==> src/rtl/mdu_iterative_if.sv <==
// Request/response bundle between the EX stage and the iterative multiply/divide unit.
interface mdu_iterative_if #(parameter int XLEN = 32);
  logic            START;
  logic [2:0]      FUNCT3;
  logic [XLEN-1:0] OPA;
  logic [XLEN-1:0] OPB;
  logic [4:0]      RD_IN;
  logic            KILL;
  logic            BUSY;
  logic            DONE;
  logic [XLEN-1:0] RESULT;
  logic [4:0]      RD_OUT;

  modport master (output START, FUNCT3, OPA, OPB, RD_IN, KILL,
                  input  BUSY, DONE, RESULT, RD_OUT);
  modport slave  (input  START, FUNCT3, OPA, OPB, RD_IN, KILL,
                  output BUSY, DONE, RESULT, RD_OUT);
endinterface

==> src/rtl/mdu_iterative.sv <==
// RV32IM multiply/divide unit: 32-step shift-add multiply and restoring divide on magnitudes.
// Define MDU_FAST_MUL_EN to replace the iterative multiply with a single-cycle product.
module mdu_iterative #(
  parameter int XLEN  = 32,
  parameter int CNT_W = 5
) (
  input  logic           CLK,
  input  logic           RESET,
  mdu_iterative_if.slave bus
);
  typedef enum logic [1:0] {IDLE, CALC, FIN} state_t;

  state_t            state_q, state_d;
  logic [CNT_W-1:0]  cnt_q, cnt_d;
  logic [2:0]        op_q, op_d;
  logic [4:0]        rd_q, rd_d;
  logic              neg_q, neg_d;
  logic [XLEN-1:0]   opd_q, opd_d;       // multiplicand or divisor magnitude
  logic [2*XLEN-1:0] acc_q, acc_d;       // {hi, lo}: product, or {remainder, dividend/quotient}
  logic [XLEN-1:0]   result_q, result_d;
  logic [4:0]        rd_out_q, rd_out_d;
  logic              done_q, done_d;

  logic              signed_a, signed_b, sign_a, sign_b;
  logic [XLEN-1:0]   mag_a, mag_b;
  logic              div_ovf;
  logic [XLEN:0]     mul_sum;
  logic [XLEN:0]     div_shift;
  logic [XLEN+1:0]   div_trial;
  logic [2*XLEN-1:0] mul_step, div_step, acc_neg;
  logic [XLEN-1:0]   div_sel, fin_val;
`ifdef MDU_FAST_MUL_EN
  logic [2*XLEN-1:0] fast_a, fast_b, fast_prod;
`endif

  always_comb begin
    signed_a = (bus.FUNCT3 == 3'b001) || (bus.FUNCT3 == 3'b010) ||
               (bus.FUNCT3 == 3'b100) || (bus.FUNCT3 == 3'b110);
    signed_b = (bus.FUNCT3 == 3'b001) || (bus.FUNCT3 == 3'b100) || (bus.FUNCT3 == 3'b110);
    sign_a   = signed_a & bus.OPA[XLEN-1];
    sign_b   = signed_b & bus.OPB[XLEN-1];
    mag_a    = sign_a ? -bus.OPA : bus.OPA;
    mag_b    = sign_b ? -bus.OPB : bus.OPB;
    div_ovf  = !bus.FUNCT3[0] && (bus.OPA == {1'b1, {(XLEN-1){1'b0}}}) && (bus.OPB == '1);
`ifdef MDU_FAST_MUL_EN
    fast_a    = {{XLEN{sign_a}}, bus.OPA};
    fast_b    = {{XLEN{signed_b & bus.OPB[XLEN-1]}}, bus.OPB};
    fast_prod = fast_a * fast_b;
`endif
  end

  always_comb begin
    mul_sum   = {1'b0, acc_q[2*XLEN-1:XLEN]} + (acc_q[0] ? {1'b0, opd_q} : '0);
    mul_step  = {mul_sum, acc_q[XLEN-1:1]};
    div_shift = {acc_q[2*XLEN-1:XLEN], acc_q[XLEN-1]};
    div_trial = {1'b0, div_shift} - {2'b00, opd_q};
    div_step  = div_trial[XLEN+1] ? {div_shift[XLEN-1:0], acc_q[XLEN-2:0], 1'b0}
                                  : {div_trial[XLEN-1:0], acc_q[XLEN-2:0], 1'b1};
    acc_neg   = -acc_q;
    div_sel   = op_q[1] ? acc_q[2*XLEN-1:XLEN] : acc_q[XLEN-1:0];
    if (op_q[2])
      fin_val = neg_q ? -div_sel : div_sel;
    else if (op_q[1:0] == 2'b00)
      fin_val = neg_q ? acc_neg[XLEN-1:0] : acc_q[XLEN-1:0];
    else
      fin_val = neg_q ? acc_neg[2*XLEN-1:XLEN] : acc_q[2*XLEN-1:XLEN];
  end

  always_comb begin
    state_d  = state_q;
    cnt_d    = cnt_q;
    op_d     = op_q;
    rd_d     = rd_q;
    neg_d    = neg_q;
    opd_d    = opd_q;
    acc_d    = acc_q;
    result_d = result_q;
    rd_out_d = rd_out_q;
    done_d   = 1'b0;
    case (state_q)
      IDLE: begin
        if (bus.START && !bus.KILL) begin
          op_d  = bus.FUNCT3;
          rd_d  = bus.RD_IN;
          cnt_d = '0;
          if (bus.FUNCT3[2]) begin
            opd_d = mag_b;
            if (bus.OPB == '0) begin
              acc_d   = {bus.OPA, {XLEN{1'b1}}};
              neg_d   = 1'b0;
              state_d = FIN;
            end else if (div_ovf) begin
              acc_d   = {{XLEN{1'b0}}, 1'b1, {(XLEN-1){1'b0}}};
              neg_d   = 1'b0;
              state_d = FIN;
            end else begin
              acc_d   = {{XLEN{1'b0}}, mag_a};
              neg_d   = bus.FUNCT3[1] ? sign_a : (sign_a ^ sign_b);
              state_d = CALC;
            end
          end else begin
`ifdef MDU_FAST_MUL_EN
            acc_d   = fast_prod;
            neg_d   = 1'b0;
            state_d = FIN;
`else
            opd_d   = mag_a;
            acc_d   = {{XLEN{1'b0}}, mag_b};
            neg_d   = sign_a ^ sign_b;
            state_d = CALC;
`endif
          end
        end
      end
      CALC: begin
        if (bus.KILL) begin
          state_d = IDLE;
          cnt_d   = '0;
        end else begin
          acc_d = op_q[2] ? div_step : mul_step;
          cnt_d = cnt_q + 1'b1;
          if (cnt_q == CNT_W'(XLEN-1))
            state_d = FIN;
        end
      end
      FIN: begin
        state_d = IDLE;
        if (!bus.KILL) begin
          result_d = fin_val;
          rd_out_d = rd_q;
          done_d   = 1'b1;
        end
      end
      default: state_d = IDLE;
    endcase
  end

  always_ff @(posedge CLK) begin
    if (RESET) begin
      state_q  <= IDLE;
      cnt_q    <= '0;
      op_q     <= '0;
      rd_q     <= '0;
      neg_q    <= 1'b0;
      opd_q    <= '0;
      acc_q    <= '0;
      result_q <= '0;
      rd_out_q <= '0;
      done_q   <= 1'b0;
    end else begin
      state_q  <= state_d;
      cnt_q    <= cnt_d;
      op_q     <= op_d;
      rd_q     <= rd_d;
      neg_q    <= neg_d;
      opd_q    <= opd_d;
      acc_q    <= acc_d;
      result_q <= result_d;
      rd_out_q <= rd_out_d;
      done_q   <= done_d;
    end
  end

  assign bus.BUSY   = (state_q != IDLE);
  assign bus.DONE   = done_q;
  assign bus.RESULT = result_q;
  assign bus.RD_OUT = rd_out_q;
endmodule

==> src/flat_wrapper.sv <==
// flat-port wrapper written by rule: the top's interface ports become plain ports
module mdu_iterative_flat 
#(
  parameter int XLEN  = 32,
  parameter int CNT_W = 5
)
  (CLK, RESET, bus_START, bus_FUNCT3, bus_OPA, bus_OPB, bus_RD_IN, bus_KILL, bus_BUSY, bus_DONE, bus_RESULT, bus_RD_OUT);
  mdu_iterative_if #(.XLEN(XLEN)) bus_i ();
  input  logic CLK;
  input  logic RESET;
  input wire logic [$bits(bus_i.START)-1:0] bus_START;
  input wire logic [$bits(bus_i.FUNCT3)-1:0] bus_FUNCT3;
  input wire logic [$bits(bus_i.OPA)-1:0] bus_OPA;
  input wire logic [$bits(bus_i.OPB)-1:0] bus_OPB;
  input wire logic [$bits(bus_i.RD_IN)-1:0] bus_RD_IN;
  input wire logic [$bits(bus_i.KILL)-1:0] bus_KILL;
  output wire logic [$bits(bus_i.BUSY)-1:0] bus_BUSY;
  output wire logic [$bits(bus_i.DONE)-1:0] bus_DONE;
  output wire logic [$bits(bus_i.RESULT)-1:0] bus_RESULT;
  output wire logic [$bits(bus_i.RD_OUT)-1:0] bus_RD_OUT;
  assign bus_i.START = bus_START;
  assign bus_i.FUNCT3 = bus_FUNCT3;
  assign bus_i.OPA = bus_OPA;
  assign bus_i.OPB = bus_OPB;
  assign bus_i.RD_IN = bus_RD_IN;
  assign bus_i.KILL = bus_KILL;
  assign bus_BUSY = bus_i.BUSY;
  assign bus_DONE = bus_i.DONE;
  assign bus_RESULT = bus_i.RESULT;
  assign bus_RD_OUT = bus_i.RD_OUT;
  mdu_iterative #(.XLEN(XLEN), .CNT_W(CNT_W)) u_core (.CLK(CLK), .RESET(RESET), .bus(bus_i));
endmodule
==> config.mk <==
export PLATFORM = sky130hd
export DESIGN_NAME = mdu_iterative_flat
export DESIGN_NICKNAME = d
export VERILOG_FILES = /design/src/rtl/mdu_iterative_if.sv /design/src/rtl/mdu_iterative.sv /design/src/flat_wrapper.sv
export SDC_FILE = /design/constraint.sdc
export NUM_CORES = 1
export LEC_CHECK = 0
export CAP_MARGIN = 10
export CORE_UTILIZATION = 40
export CTS_CLUSTER_DIAMETER = 200
export DETAILED_ROUTE_END_ITERATION = 7
export GPL_ROUTABILITY_DRIVEN = 0
export PLACE_DENSITY = 0.55
export SLEW_MARGIN = 10
export SYNTH_ARGS = -nofsm -noshare
export SYNTH_HDL_FRONTEND = slang
export SYNTH_SLANG_ARGS = --single-unit
==> constraint.sdc <==
create_clock -name CLK -period 4.7 [get_ports CLK]
set_input_delay 0.94 -clock CLK [delete_from_list [all_inputs] [get_ports CLK]]
set_output_delay 0.94 -clock CLK [all_outputs]
set_load 0.05 [all_outputs]
==> run metrics, run 1 <==
setup ws final=0.2879 ns; Avg Vias per Cell=6.316; Syn Area/Cell=7.039 um^2; Period Utilization, post-route=93.87%; Std-Cell Rows=72; Max-cap violations=0; Root Driver=clkbuf_16; Area growth syn-to-layout=14.26%; Slew Viols, Final=0; top cells by area, synth=dfxtp_1 19%, a21oi_1 7.0%, xnor2_1 6.5%, nand2_1 5.8%, ha_1 5.7%; fraction of registers with async set/reset=0%; Yosys reg bits=150; post_cts resized=0; Critical R2R Launch=u_core.acc_q[32]; met3 WL=5927 um; CTS tree=done; Arr. time, crit path=4.74 ns; critical path class=reg -> reg; detailed-route wire length=66550 um; Post-DRT Antenna Nets=0; Synth top area share=19.16%; Synth Warn #=0; die width=200.0 um; Diodes inserted=0; CTS Buffer Depth=2; # hold bufs at CTS=0; io pins=115; post-synth net total=2376; Finished Layout Cells=2782; Synth cell types=84; WHS Endpoint=u_core.opd_q[5]; skew final=0.01378 ns; outcome=complete, no violations; Reg clk slew, reported paths=0.07 ns; layout cells sized above 1=7.155%; Iteration-0 DRC Markers=1864; count leader, synth=nand2_1; post-CTS setup buffer count=0; clk sinks=150; fmax=226.7 MHz; initial core utilization=40.56%; WHS=0.4522 ns; Worst Hold Launch=u_core.opd_q[5]; routed len/inst=23.92 um; ys flop type=dfxtp_1; first-pass GRT wire length=100800 um; Post-synth top cells=242 x nand2_1, 219 x a21oi_1, 215 x nor2_1, 164 x o21ai_0, 157 x clkbuf_1; met1 wire length=29270 um; height of the die=200.0 um; Worst slew margin=26.78%; worst hold path class=reg -> reg; Worst Max-Slew Pin Slew=1.094 ns; Post-Synthesis Cell Area=15680 um^2; Post-synth EDFFs=0; DRC=0; Die ar.=39990 um^2; sequential share of the synthesized area=19.16%; GR Overflow Total=0; Placeable Area=38650 um^2; clock period minus worst slack=4.412 ns; Worst Path Required=5.03 ns; vias in the first global route=16400; DR top layer=met4; GRT Overall Usage=33.51%; reg2reg setup slack=0.29 ns; port bufs=114; largest area contributor in the netlist=dfxtp_1; Worst R2R Path Depth=13; largest net degree at the start of global routing=79; DRT Pass-1 Iters=6; Via Count=17570; Max FO, Critical Path=8; Setup Total Neg Slack=0 ns; power density over the cells=278.1 nW/um^2; Mapped Cells=2227; WL met2=28670 um; total power=4.981 mW; initial antenna violation count=0; Placed Cells=2750; Static Leak=6.497 nW; Hold Fails Final Rpt=0; post-DP HPWL=50360 um; Min-Delay Path Depth=2; worst skew pair latency=0.46 ns; startpoint types=flop; critical path capture point type=flop; htree depth=4; RSZ-0062 raised after global routing=false; Nets=2400; Place WS=0.4110 ns; VDD IR max=0.2613 mV; Crit Reg-Reg Endpoint=u_core.acc_q[56]; Finish-stage setup viols=0; CTS Buf Count=17
## flip-flops by register name, summed over array words and instances, names as in the netlist
| name | count |
|---|---|
| u_core.rd_q | 5 |
| u_core.neg_q | 1 |
| u_core.opd_q | 32 |
| u_core.op_q | 3 |
| u_core.cnt_q | 5 |
| u_core.bus.DONE | 1 |
| u_core.bus.RESULT | 32 |
| u_core.bus.RD_OUT | 5 |
| u_core.acc_q | 64 |
| u_core.state_q | 2 |
## power by group
part | switching (mW) | total (mW) | internal, mW
registers | 0.129 | 1.46 | 1.33
clock network | 0.640 | 1.41 | 0.766
logic | 1.34 | 2.11 | 0.772
total | 2.11 | 4.98 | 2.87
## critical path: stages (launching register included)
cell	delay, ns
dfxtp_1	0.58
inv_1	0.25
fa_1	0.51
nand2b_1	0.20
a21oi_1	0.24
o21ai_0	0.33
o311ai_0	0.43
buf_4	0.21
o21a_1	0.23
a211oi_1	0.10
o41ai_1	0.47
xnor2_1	0.26
nor4_1	0.10
a311o_1	0.37
## metal layers
| metal | vias to the layer above | track usage [%] |
|---|---|---|
| met5 | - | 0 |
| met4 | 0 | 13.99 |
| met3 | 134 | 6.401 |
| met2 | 905 | 51.18 |
| met1 | 8356 | 45.88 |
| li1 | 8175 | - |
## stage by stage
| stage | util [%] | instance area (um^2) |
|---|---|---|
| after floorplan | - | 15680 |
| after global placement | 44.86 | 17340 |
| after detailed placement | 44.86 | 17340 |
| after CTS | 46.35 | 17910 |
| after global routing | 46.35 | 17910 |
| final | 46.35 | 17910 |
## worst max-delay path by stage
stage                                 from                    end  slack [ns]  depth (start not counted)
after floorplan             u_core.op_q[1]  u_core.bus.RESULT[28]        0.40                         16
after global placement          bus_OPB[5]        u_core.acc_q[0]        0.42                         11
after detailed placement        bus_OPB[5]        u_core.acc_q[0]        0.41                         11
after CTS                 u_core.acc_q[32]       u_core.acc_q[56]        0.47                         13
after global routing      u_core.acc_q[32]       u_core.acc_q[56]        0.14                         13
final                     u_core.acc_q[32]       u_core.acc_q[56]        0.29                         13
## final cells by class
type                       count  area (um^2)
timing repair buffer         193         1727
inverter                      65        244.0
fill                        3958        20730
tap                          518        648.1
sequential                   150         3012
clock inverter                12        118.9
multi-input combinational   1824        11710
clock buffer                  20        456.7
## cells by family (layout without fill, tap and decap cells)
group / count (synthesis) / in the layout / synth area share [%]
buffers and inverters: 253 / 290 / 6.345
adder cells (fa/ha/maj): 73 / 73 / 5.922
flip-flops: 150 / 150 / 19.16
multiplexers: 82 / 82 / 5.244
AND/OR/NAND/NOR: 742 / 742 / 22.33
XOR/XNOR: 201 / 201 / 11.23
AO/OA/AOI/OAI: 726 / 726 / 29.77
## cells in the final DEF (no fill, tap or decap), drive strengths merged, types with 13 or more instances in the layout
| master | synthesis | final |
|---|---|---|
| a221oi | 25 | 25 |
| a21o | 23 | 23 |
| nor4 | 23 | 23 |
| a22o | 13 | 13 |
| a31oi | 25 | 25 |
| nor2 | 216 | 216 |
| o211ai | 45 | 45 |
| nand2 | 243 | 243 |
| nand3 | 47 | 47 |
| xor2 | 84 | 84 |
| buf | 29 | 81 |
| dfxtp | 150 | 150 |
| o41ai | 16 | 16 |
| nand2b | 21 | 21 |
| nor3 | 74 | 74 |
| inv | 65 | 69 |
| or3 | 22 | 22 |
| or2 | 14 | 14 |
| or4 | 18 | 18 |
| ha | 71 | 71 |
| mux2i | 81 | 81 |
| nand4 | 23 | 23 |
| o21ai | 165 | 165 |
| clkdlybuf4s50 | 0 | 112 |
| clkbuf | 159 | 20 |
| a211oi | 42 | 42 |
| xnor2 | 117 | 117 |
| o22ai | 13 | 13 |
| a21oi | 220 | 220 |
| o31ai | 38 | 38 |
No activity file was read; power rests on OpenSTA's default activity.
==> inputs of run 2 (changes only) <==
CAP_MARGIN = 5   (was 10)
DONT_BUFFER_PORTS = 1   (was not set)
PLACE_DENSITY = 0.57   (was 0.55)
==> run metrics, run 2 (same netlist as run 1, synthesis figures left out) <==
fmax=247.3 MHz; total power=4.826 mW; Worst Path Required=5.07 ns; Worst Hold Launch=u_core.rd_q[3]; Hold Fails Final Rpt=0; first-pass GRT wire length=96980 um; post-DP HPWL=48230 um; DRT Pass-1 Iters=6; initial core utilization=40.56%; worst skew pair latency=0.48 ns; Setup Total Neg Slack=0 ns; vias in the first global route=16030; Worst Max-Slew Pin Slew=1.077 ns; WHS=0.4511 ns; VDD IR max=0.3079 mV; Placed Cells=2608; Place WS=0.6663 ns; CTS Buf Count=17; Period Utilization, post-route=86.02%; # hold bufs at CTS=0; outcome=complete, no violations; height of the die=200.0 um; startpoint types=flop; Crit Reg-Reg Endpoint=u_core.acc_q[61]; Max-cap violations=0; Post-DRT Antenna Nets=0; WHS Endpoint=u_core.bus.RD_OUT[3]; Diodes inserted=0; Finish-stage setup viols=0; Finished Layout Cells=2640; Worst R2R Path Depth=13; Root Driver=clkbuf_16; routed len/inst=24.38 um; largest net degree at the start of global routing=105; Die ar.=39990 um^2; GRT Overall Usage=32.21%; io pins=115; Placeable Area=38650 um^2; filler instances=4043; skew final=0.01550 ns; port bufs=0; CTS Buffer Depth=2; worst hold path class=reg -> reg; Worst slew margin=27.93%; clk sinks=150; setup ws final=0.6569 ns; Logic pwr share=39.0%; net switching power=1.981 mW; Sequential Power Share=30.4%; Avg Vias per Cell=6.514; htree depth=4; max FFs per register=64; post_cts resized=0; power share of the clock group=30.6%; Internal=2.845 mW; power density over the cells=290.5 nW/um^2; critical path capture point type=flop; Static Leak=5.949 nW; DRC=0; Reg clk slew, reported paths=0.08 ns; layout cells sized above 1=6.221%; switch share=41.05%; Largest Register=u_core.acc_q; clock period minus worst slack=4.043 ns; Nets=2258; reg2reg setup slack=0.66 ns; Slew Viols, Final=0; Arr. time, crit path=4.41 ns; detailed-route wire length=64360 um; die width=200.0 um; RSZ-0062 raised after global routing=false; Area growth syn-to-layout=5.970%; critical path class=reg -> reg; Via Count=17200; Min-Delay Path Depth=2; CTS tree=done; Critical R2R Launch=u_core.acc_q[0]; initial antenna violation count=0; Max FO, Critical Path=24; GR Overflow Total=0; commonest non-fill, non-tap cells in the layout=241 x nand2_1, 219 x a21oi_1, 213 x nor2_1; Iteration-0 DRC Markers=2080; commonest non-fill, non-tap cell in the layout=nand2_1; Std-Cell Rows=72; post-CTS setup buffer count=0
==> run 2: power groups by stage <==
stage          logic (mW)  registers, mW  clock network (mW)
2_1_floorplan        1.42           1.40                   0
3_3_place_gp         1.81           1.49                   0
3_5_place_dp         1.82           1.49                   0
4_1_cts              1.83           1.46                1.49
5_1_grt              2.04           1.47                1.54
6_report             1.88           1.47                1.48
==> run 2: cell type report <==
type,instances,area [um^2],share of cell area [%]
repair buffers,51,395.4,2.380
inverters,65,244.0,1.469
clock buffers,19,442.9,2.666
multi-input cells,1824,11710,70.50
well taps,518,648.1,3.901
clock inverters,13,158.9,0.9565
flip-flops and latches,150,3012,18.13
==> run 2: layer usage <==
metal / track usage (%) / vias up / part of all wire, %
met5: 0 / - / 0
met4: 17.90 / 0 / 5.9
met3: 5.259 / 173 / 9.2
met2: 49.20 / 950 / 43
met1: 43.03 / 8206 / 42
li1: - / 7869 / -
==> run 2: worst max-delay path: stages, from the launching register on <==
cell	delay, ns
dfxtp_1	0.38
inv_1	0.37
buf_4	0.37
nor2_1	0.09
ha_1	0.40
nand3_1	0.12
or3_1	0.33
o21a_1	0.26
o2111a_1	0.32
o41ai_1	0.62
a41oi_1	0.23
xor2_1	0.18
nor2_1	0.06
o21a_1	0.19
==> run 2: metrics by stage <==
step	area, um^2	utilization (%)
2_1_floorplan	15680	-
3_3_place_gp	16010	41.43
3_5_place_dp	16010	41.43
4_1_cts	16610	42.98
5_1_grt	16610	42.98
6_report	16610	42.98
==> run 2: how the worst max path moves through the flow <==
stage                       endpoint  slack [ns]             from
2_1_floorplan  u_core.bus.RESULT[28]        0.40   u_core.op_q[1]
4_1_cts             u_core.acc_q[61]        0.76  u_core.acc_q[0]
3_3_place_gp         u_core.acc_q[7]        0.78       bus_OPA[5]
5_1_grt             u_core.acc_q[61]        0.46  u_core.acc_q[0]
6_report            u_core.acc_q[61]        0.66  u_core.acc_q[0]
3_5_place_dp        u_core.acc_q[42]        0.67       bus_OPB[5]
